[src/rtl/jc_seq_pkg.sv]
// Shared types and helpers for the Johnson phase sequencer: FSM state enum,
// phase width, phase decode and legal-code check (generic over register width).
package jc_seq_pkg;

  typedef enum logic [1:0] {IDLE, RUN, PAUSE, DONE} seq_state_t;

  localparam int JC_WIDTH = 8;
  localparam int PHASE_W  = $clog2(2 * JC_WIDTH);

  function automatic int jc_popcount(logic [31:0] code, int width);
    int n;
    n = 0;
    for (int i = 0; i < 32; i++) begin
      if (i < width && code[i]) n++;
    end
    return n;
  endfunction

  // Rising half of the cycle ends in 1 (phase = ones count); falling half
  // ends in 0 and counts down from 2*width.
  function automatic int jc_phase(logic [31:0] code, int width);
    int n;
    n = jc_popcount(code, width);
    if (code[0])     return n;
    else if (n == 0) return 0;
    else             return 2 * width - n;
  endfunction

  // Legal codes are a run of ones anchored at bit 0 or at bit width-1.
  function automatic logic jc_is_legal(logic [31:0] code, int width);
    logic [31:0] full;
    logic [31:0] low;
    logic [31:0] c;
    logic        ok;
    full = (width >= 32) ? '1 : ((32'd1 << width) - 32'd1);
    c    = code & full;
    ok   = 1'b0;
    for (int p = 0; p <= 32; p++) begin
      if (p <= width) begin
        low = (p >= 32) ? '1 : ((32'd1 << p) - 32'd1);
        if (c == low || c == (full & ~low)) ok = 1'b1;
      end
    end
    return ok;
  endfunction

endpackage

[src/rtl/johnson_counter_core.sv]
// Johnson register with advance/clear, phase decode and, when
// JC_ILLEGAL_RECOVER_EN is defined, recovery of illegal codes to zero.
import jc_seq_pkg::*;

module johnson_counter_core #(
  parameter int  WIDTH = JC_WIDTH,
  localparam int PW    = $clog2(2 * WIDTH)
) (
  input  logic             clk,
  input  logic             reset,
  input  logic             advance,
  input  logic             clear,
  output logic [WIDTH-1:0] jc_state,
  output logic [PW-1:0]    phase,
  output logic             err
);

  logic [WIDTH-1:0] jc_q;
  logic [PW-1:0]    phase_raw;

  assign phase_raw = PW'(jc_phase(32'(jc_q), WIDTH));
  assign jc_state  = jc_q;

`ifdef JC_ILLEGAL_RECOVER_EN
  logic legal;
  logic err_q;

  assign legal = jc_is_legal(32'(jc_q), WIDTH);
  assign phase = legal ? phase_raw : '0;
  assign err   = err_q;

  // Recovery overrides clear/advance and ignores the sequencer's FSM state.
  always_ff @(posedge clk or negedge reset) begin
    if (!reset) begin
      jc_q  <= '0;
      err_q <= 1'b0;
    end else begin
      err_q <= 1'b0;
      if (!legal) begin
        jc_q  <= '0;
        err_q <= 1'b1;
      end else if (clear) begin
        jc_q <= '0;
      end else if (advance) begin
        jc_q <= {jc_q[WIDTH-2:0], ~jc_q[WIDTH-1]};
      end
    end
  end
`else
  assign phase = phase_raw;
  assign err   = 1'b0;

  always_ff @(posedge clk or negedge reset) begin
    if (!reset) begin
      jc_q <= '0;
    end else if (clear) begin
      jc_q <= '0;
    end else if (advance) begin
      jc_q <= {jc_q[WIDTH-2:0], ~jc_q[WIDTH-1]};
    end
  end
`endif

endmodule

[src/rtl/johnson_phase_sequencer.sv]
// Start/done sequencer stepping a Johnson counter a requested number of times,
// with hold and clear. Optional illegal-code recovery: JC_ILLEGAL_RECOVER_EN.
import jc_seq_pkg::*;

module johnson_phase_sequencer #(
  parameter int  WIDTH = JC_WIDTH,
  parameter int  CNT_W = 8,
  localparam int PW    = $clog2(2 * WIDTH)
) (
  input  logic             clk,
  input  logic             reset,
  input  logic             start,
  input  logic [CNT_W-1:0] steps,
  input  logic             hold,
  input  logic             clear,
  output logic             busy,
  output logic             done,
  output logic [WIDTH-1:0] jc_state,
  output logic [PW-1:0]    phase,
  output logic             err,
  output seq_state_t       fsm_state
);

  // Handshake: start/steps are sampled on any edge where the FSM is IDLE and
  // clear is low; done pulses one cycle per accepted job; busy covers RUN/PAUSE.
  seq_state_t       state;
  logic [CNT_W-1:0] remaining;
  logic             advance;
  logic             core_clear;

  assign advance    = (state == RUN) && !hold;
  assign core_clear = (state == IDLE) && clear;
  assign fsm_state  = state;

  always_ff @(posedge clk or negedge reset) begin
    if (!reset) begin
      state     <= IDLE;
      remaining <= '0;
      busy      <= 1'b0;
      done      <= 1'b0;
    end else begin
      case (state)
        IDLE: begin
          done <= 1'b0;
          if (!clear && start) begin
            if (steps != '0) begin
              state     <= RUN;
              remaining <= steps;
              busy      <= 1'b1;
            end else begin
              state <= DONE;
              done  <= 1'b1;
            end
          end
        end
        RUN: begin
          if (hold) begin
            state <= PAUSE;
          end else begin
            remaining <= remaining - 1'b1;
            if (remaining == CNT_W'(1)) begin
              state <= DONE;
              busy  <= 1'b0;
              done  <= 1'b1;
            end
          end
        end
        PAUSE: begin
          // Resuming costs one edge with no advance.
          if (!hold) state <= RUN;
        end
        DONE: begin
          state <= IDLE;
          done  <= 1'b0;
        end
        default: begin
          state <= IDLE;
          busy  <= 1'b0;
          done  <= 1'b0;
        end
      endcase
    end
  end

  johnson_counter_core #(.WIDTH(WIDTH)) u_core (
    .clk      (clk),
    .reset    (reset),
    .advance  (advance),
    .clear    (core_clear),
    .jc_state (jc_state),
    .phase    (phase),
    .err      (err)
  );

endmodule

[config.mk]
export PLATFORM = sky130hd
export DESIGN_NAME = johnson_phase_sequencer
export DESIGN_NICKNAME = d
export VERILOG_FILES = /design/src/rtl/jc_seq_pkg.sv /design/src/rtl/johnson_counter_core.sv /design/src/rtl/johnson_phase_sequencer.sv
export SDC_FILE = /design/constraint.sdc
export NUM_CORES = 1
export LEC_CHECK = 0
export CORE_MARGIN = 2
export CORE_UTILIZATION = 58
export CTS_CLUSTER_SIZE = 40
export DETAILED_ROUTE_END_ITERATION = 7
export GPL_ROUTABILITY_DRIVEN = 0
export PLACE_DENSITY = 0.95
export SLEW_MARGIN = 20
export SYNTH_ARGS = -nofsm -noshare
export SYNTH_HDL_FRONTEND = slang
export SYNTH_SLANG_ARGS = --single-unit
[constraint.sdc]
create_clock -name clk -period 9.2 [get_ports clk]
set_input_delay 0.92 -clock clk [delete_from_list [all_inputs] [get_ports clk]]
set_output_delay 0.92 -clock clk [all_outputs]
set_load 0.1 [all_outputs]
==> results.py, run 1 <==
metrics = {
    "critical_path": {
        "start_kind": "flip-flop",
        "rr_worst_depth": 6,
        "critPathSlowestCell": "clkdlybuf4s50_1",
        "critPathMaxFanout": 11,
        "critPathTopFamily": "adder cells",
        "worstPathArrival_ps": 6360,
        "worst-path-buf-inv": 2,
        "r2r-start": "fsm_state[0]$_DFFE_PN0P_",
        "rr_endpoint": "remaining[0]$_DFFE_PN0P_",
        "cp-end-kind": "output port",
        "critPathMaxStageDelay_ps": 960,
        "cp_num_cells": 21,
        "critPathMostFrequentCell": "ha_1",
        "ff2ff_setup_slack_ps": 7240,
        "worstSetupPathType": "flip-flop to output port",
        "critPathRequiredTime_ps": 8280,
        "critical_path.cell_chain": "inv_1 > ha_1 > xor3_2 > ha_1 > nand2_1 > o21ai_0 > ha_1 > nand2_1 > o21a_1 > o41ai_2 > ha_1 > nand2_1 > o21ai_0 > ha_1 > mux2i_1 > ha_1 > o311ai_0 > a211oi_1 > o21ai_1 > mux2_2 > clkdlybuf4s50_1",
    },
    "cts": {
        "postCtsSetupRepairBufs": 0,
        "cts-root-buf": "clkbuf_4",
        "clkTransAtPathRegs_ps": 110,
        "clock_latency_ps": 300,
        "cts_buffers": 3,
        "cts_hold_buffers": 0,
        "htreeDepth": 1,
        "clk_path_buf_depth": 2,
        "cts_sinks": 20,
        "tritoncts": "yes",
        "post_cts_resized": 0,
    },
    "placement": {
        "dpl.hpwl_um": 2800,
        "post-place-cells": 256,
        "port_buffers": 28,
    },
    "final_layout": {
        "layout_common_cells": "clkdlybuf4s50_1, o21ai_0, dfrtp_1",
        "layout_commonest_cell": "clkdlybuf4s50_1",
        "drive_gt1_share_pct": 5.29,
        "nets": 252,
        "syn_to_final_growth_pct": 16.1,
        "layoutNonFillerInstCount": 260,
        "antenna_cells": 0,
    },
    "timing": {
        "final.setup.tns_ps": 0,
        "final-setup-viol-count": 0,
        "fin_crit_ps": 7280,
        "hold_ws_ps": 536,
        "final-max-slew-violation-count": 0,
        "rsz0062_at_grt": "no",
        "tightest_slew_ps": 994,
        "clock.fmax_ghz": 0.137,
        "finalClockSkew_ps": 5.17,
        "slew_headroom_pct": 33.6,
        "min_period_over_period_pct": 79.1,
        "hold_viol": 0,
    },
    "worst_hold_path": {
        "min_from": "remaining[6]$_DFFE_PN0P_",
        "hold_path_depth": 2,
        "hp-class": "flip-flop to flip-flop",
        "worstHoldEndpoint": "remaining[6]$_DFFE_PN0P_",
    },
    "logic_synthesis": {
        "ys_warn_count": 0,
        "ys_async_sr_fraction_pct": 100,
        "synth_fa_ha_area_share_pct": 7.68,
        "ys_types": 49,
        "ys_ff_latch": 20,
        "synth_compound_area_share_pct": 27.5,
        "synthXorXnorAreaFrac_pct": 9.70,
        "synth-seq-area-share_pct": 27.9,
        "syn_nets": 235,
        "synthMuxAreaShare_pct": 2.30,
        "yosys.area_share.simple_pct": 18.3,
        "synthCells": 211,
        "synth_top_family_by_area": "compound AO/OA/AOI/OAI gates",
        "synth-edff-count": 0,
        "syn_avg_cell_area_um2": 8.50,
        "synth_area_mm2": 0.00179,
        "synth_flop_cell": "dfrtp_1",
    },
    "grt": {
        "grt_overflow": 0,
        "grt_use_total_pct": 23.4,
        "first_global_vias": 1483,
        "antenna_found_initial": 0,
        "grt_max_degree": 21,
        "grt_pass1_wl_um": 6450,
    },
    "floorplan": {
        "dieArea_mm2": 0.00355,
        "pin_count": 30,
        "die_h_um": 59.6,
        "core_mm2": 0.00300,
        "num_rows": 20,
        "initial_core_util_pct": 59.7,
        "die_w_um": 59.6,
    },
    "flow_run": {
        "maxCapViolations": 0,
    },
    "route": {
        "routed_wl_um": 3840,
        "wire_per_inst_um": 14.8,
        "drtIter0Drc": 121,
        "ant_nets": 0,
        "drcViolationCount": 0,
        "dr_total_vias": 1638,
        "routed_via_density": 6.30,
        "firstDrtPassIters": 4,
    },
    "run_status": {
        "status": "complete, no violations",
    },
}
sequential cells by signal (all words and copies together), names as in the netlist:
register and count:
remaining 8, u_core.jc_state 8, fsm_state 2, busy 1, done 1
synth_stat cells, types with 3 or more instances:
library cell	number	area [um^2]
o21ai_0	21	105
a21oi_1	12	60.1
nor3_1	4	20.0
clkbuf_1	12	45.0
nand3_1	6	30.0
mux2i_1	3	30.0
xor2_1	4	35.0
inv_1	11	41.3
a22oi_1	3	22.5
a22o_1	15	131
nor2_1	16	60.1
nand2_1	12	45.0
a31oi_1	4	25.0
nor2b_1	4	25.0
nor3b_1	3	22.5
nand2b_1	5	31.3
dfrtp_1	20	500
ha_1	11	138
xnor2_1	8	70.1
through the flow:
stage	cell area, um^2	worst slack [ps]	util, %
6_report	2080	1920	69.3
5_1_grt	2080	1530	69.3
4_1_cts	2080	1930	69.2
3_5_place_dp	2040	2280	68.0
3_3_place_gp	2040	2450	68.0
2_1_floorplan	1790	2250	-
worst min-delay path, stage by stage, from the launching register on:
cell	delay (ps)
dfrtp_1	370
o21ai_0	80
o21ai_0	60
worst max-delay path by stage:
stage	startpoint	endpoint
2_1_floorplan	u_core.jc_state[0]$_DFFE_PN0P_	phase[0]
3_3_place_gp	u_core.jc_state[0]$_DFFE_PN0P_	phase[3]
3_5_place_dp	u_core.jc_state[0]$_DFFE_PN0P_	phase[3]
4_1_cts	u_core.jc_state[0]$_DFFE_PN0P_	phase[3]
5_1_grt	u_core.jc_state[0]$_DFFE_PN0P_	phase[3]
6_report	u_core.jc_state[0]$_DFFE_PN0P_	phase[3]
metal layers:
metal	GRT usage, %	wire length, um
met3	1.53	129
met2	40.7	1930
met4	6.67	47
met1	31.4	1730
met5	0	0
layout make-up:
type                            count  area [um^2]
Sequential cell                    20          500
Tap cell                           33         41.3
Inverter                           11         41.3
Clock buffer                        4         36.3
Fill cell                         235          922
Multi-Input combinational cell    164         1180
Timing Repair Buffer               28          280
cells by family (layout without fill, tap and decap cells):
group                    count (synthesis)  in the layout
multiplexers                             4              4
other                                    1              1
AO/OA/AOI/OAI                           71             71
adder cells (fa/ha/maj)                 11             11
AND/OR/NAND/NOR                         62             62
XOR/XNOR                                15             15
buffers and inverters                   27             43
flip-flops                              20             20
Power of run 1 is not shown: default switching activity piles up to over one toggle a cycle in this logic, so the estimate is an artifact.
==> run 2, diff against run 1 <==
Settings changed: CORE_UTILIZATION 58 to 53, PLACE_DENSITY 0.95 to 0.9.
Clock period 9.2 ns to 7.44 ns, I/O delays scaled along.
==> run 2 against run 1 <==
Sequential share of layout area is 0.21 points lower. Setup slack worse by 1300 ps. Global-route usage is 2.7 points lower. Flip-flop and latch count stayed put. Wire length is 3.3% lower. Critical endpoint is now phase[0]. Largest cell class unchanged.
==> results.py, run 2 (same netlist as run 1, synthesis figures left out) <==
metrics = {
    "route": {
        "firstDrtPassIters": 4,
        "drtIter0Drc": 155,
        "dr_total_vias": 1590,
        "routed_via_density": 5.82,
        "ant_nets": 0,
        "drcViolationCount": 0,
        "routed_wl_um": 3710,
        "wire_per_inst_um": 13.6,
    },
    "critical_path": {
        "critPathMostFrequentCell": "ha_1",
        "critPathMaxFanout": 11,
        "critPathTopFamily": "adder cells",
        "cp-end-kind": "output port",
        "worstPathArrival_ps": 6100,
        "critical_path.cell_chain": "inv_1 > ha_1 > xor3_2 > ha_1 > nand2_1 > o21ai_0 > ha_1 > nand2_1 > o21a_1 > o41ai_2 > ha_1 > nand2_1 > o21ai_0 > ha_1 > mux2i_1 > ha_1 > o311ai_0 > a211oi_1 > a21oi_1 > clkdlybuf4s50_1",
        "rr_worst_depth": 6,
        "cp_num_cells": 20,
        "critPathMaxStageDelay_ps": 980,
        "worstSetupPathType": "flip-flop to output port",
        "critPathSlowestCell": "clkdlybuf4s50_1",
        "start_kind": "flip-flop",
        "worst-path-buf-inv": 2,
        "critPathRequiredTime_ps": 6700,
    },
    "cts": {
        "cts-root-buf": "clkbuf_4",
        "cts_buffers": 3,
        "htreeDepth": 1,
        "clock_latency_ps": 290,
        "tritoncts": "yes",
        "clkTransAtPathRegs_ps": 120,
        "cts_sinks": 20,
        "postCtsSetupRepairBufs": 0,
        "cts_hold_buffers": 0,
        "clk_path_buf_depth": 2,
    },
    "grt": {
        "first_global_vias": 1521,
        "grt_overflow": 0,
        "grt_use_total_pct": 20.7,
        "grt_max_degree": 21,
        "antenna_found_initial": 0,
        "grt_pass1_wl_um": 6760,
    },
    "timing": {
        "final-max-slew-violation-count": 0,
        "finalClockSkew_ps": 3.43,
        "hold_viol": 0,
        "slew_headroom_pct": 34.8,
        "clock.fmax_ghz": 0.146,
        "rsz0062_at_grt": "no",
        "tightest_slew_ps": 975,
        "setup_slack_ps": 600,
        "final.setup.tns_ps": 0,
        "min_period_over_period_pct": 91.9,
        "hold_ws_ps": 530,
        "fin_crit_ps": 6840,
        "final-setup-viol-count": 0,
    },
    "placement": {
        "dpl.hpwl_um": 2790,
        "dp_slack_ps": 705,
        "port_buffers": 28,
    },
    "final_layout": {
        "regArea_um2": 500,
        "syn_to_final_growth_pct": 17.1,
        "layout_commonest_cell": "clkdlybuf4s50_1",
        "nets": 252,
        "multi_input_area_mm2": 0.00118,
        "drive_gt1_share_pct": 5.29,
        "layout_common_cells": "clkdlybuf4s50_1, o21ai_0, dfrtp_1",
        "fill_cells": 284,
        "antenna_cells": 0,
    },
    "floorplan": {
        "die_h_um": 62.2,
        "initial_core_util_pct": 54.6,
        "die_w_um": 62.2,
        "core_mm2": 0.00328,
        "num_rows": 21,
        "dieArea_mm2": 0.00386,
        "pin_count": 30,
    },
    "flow_run": {
        "maxCapViolations": 0,
    },
    "worst_hold_path": {
        "hp-class": "flip-flop to flip-flop",
        "hold_path_depth": 2,
    },
    "run_status": {
        "status": "complete, no violations",
    },
}
[run 2: changes by cell type in the layout (fill, tap and decap cells not counted)]
cell	change
dlymetal6s2s_1	+1
clkdlybuf4s50_1	-1
[run 2: final timing paths]
path | end | slack (ps) | start
setup / recovery | phase[0] | 600 | u_core.jc_state[0]$_DFFE_PN0P_
hold / removal | remaining[6]$_DFFE_PN0P_ | 530 | remaining[6]$_DFFE_PN0P_
setup reg to reg | remaining[0]$_DFFE_PN0P_ | 5520 | fsm_state[0]$_DFFE_PN0P_
hold reg to reg | remaining[6]$_DFFE_PN0P_ | 530 | remaining[6]$_DFFE_PN0P_
max in group asynchronous | u_core.jc_state[4]$_DFFE_PN0P_ | 5940 | reset
min in group asynchronous | done$_DFFE_PN0P_ | 940 | reset
[run 2: what timing repair did]
item / in CTS / in global routing
resized for setup: 0 / 1
setup endpoints to repair: 0 / 1
endpoints found under the hold margin: 0 / 0
[run 2: per-stage QoR]
step | instances | instance area [um^2] | utilization [%]
floorplan | 211 | 1790 | -
global placement | 269 | 2060 | 62.6
detailed placement | 269 | 2060 | 62.6
CTS | 273 | 2090 | 63.7
global route | 273 | 2100 | 63.9
finish | 273 | 2100 | 63.9
[run 2: layout make-up]
type                       instances  area share (%)
tap                               46            2.74
multi-input combinational        164            56.3
clock buffer                       4            1.73
timing repair buffer              28            13.5
sequential                        20            23.8
inverter                          11            1.97
[run 2: routing by layer]
layer | track usage (%) | vias up | wire length (um)
li1 | - | 800 | -
met1 | 27.2 | 755 | 1660
met2 | 37.2 | 33 | 1940
met3 | 1.63 | 2 | 103
met4 | 4.44 | 0 | 14
met5 | 0 | - | 0
[run 2: worst min-delay path, delay by kind of cell, from the launching register on]
family	cells	cell delay [ps]
compound gates	2	130
flops	1	370
Power of run 2 is left out for the same reason.
==> run 3, diff against run 2 <==
Settings changed: SKIP_LAST_GASP from default to 1.
==> results of run 3 <==
Same layout as run 2: the final DEF is identical, and so are final timing and power.
Power of run 3 is left out for the same reason.
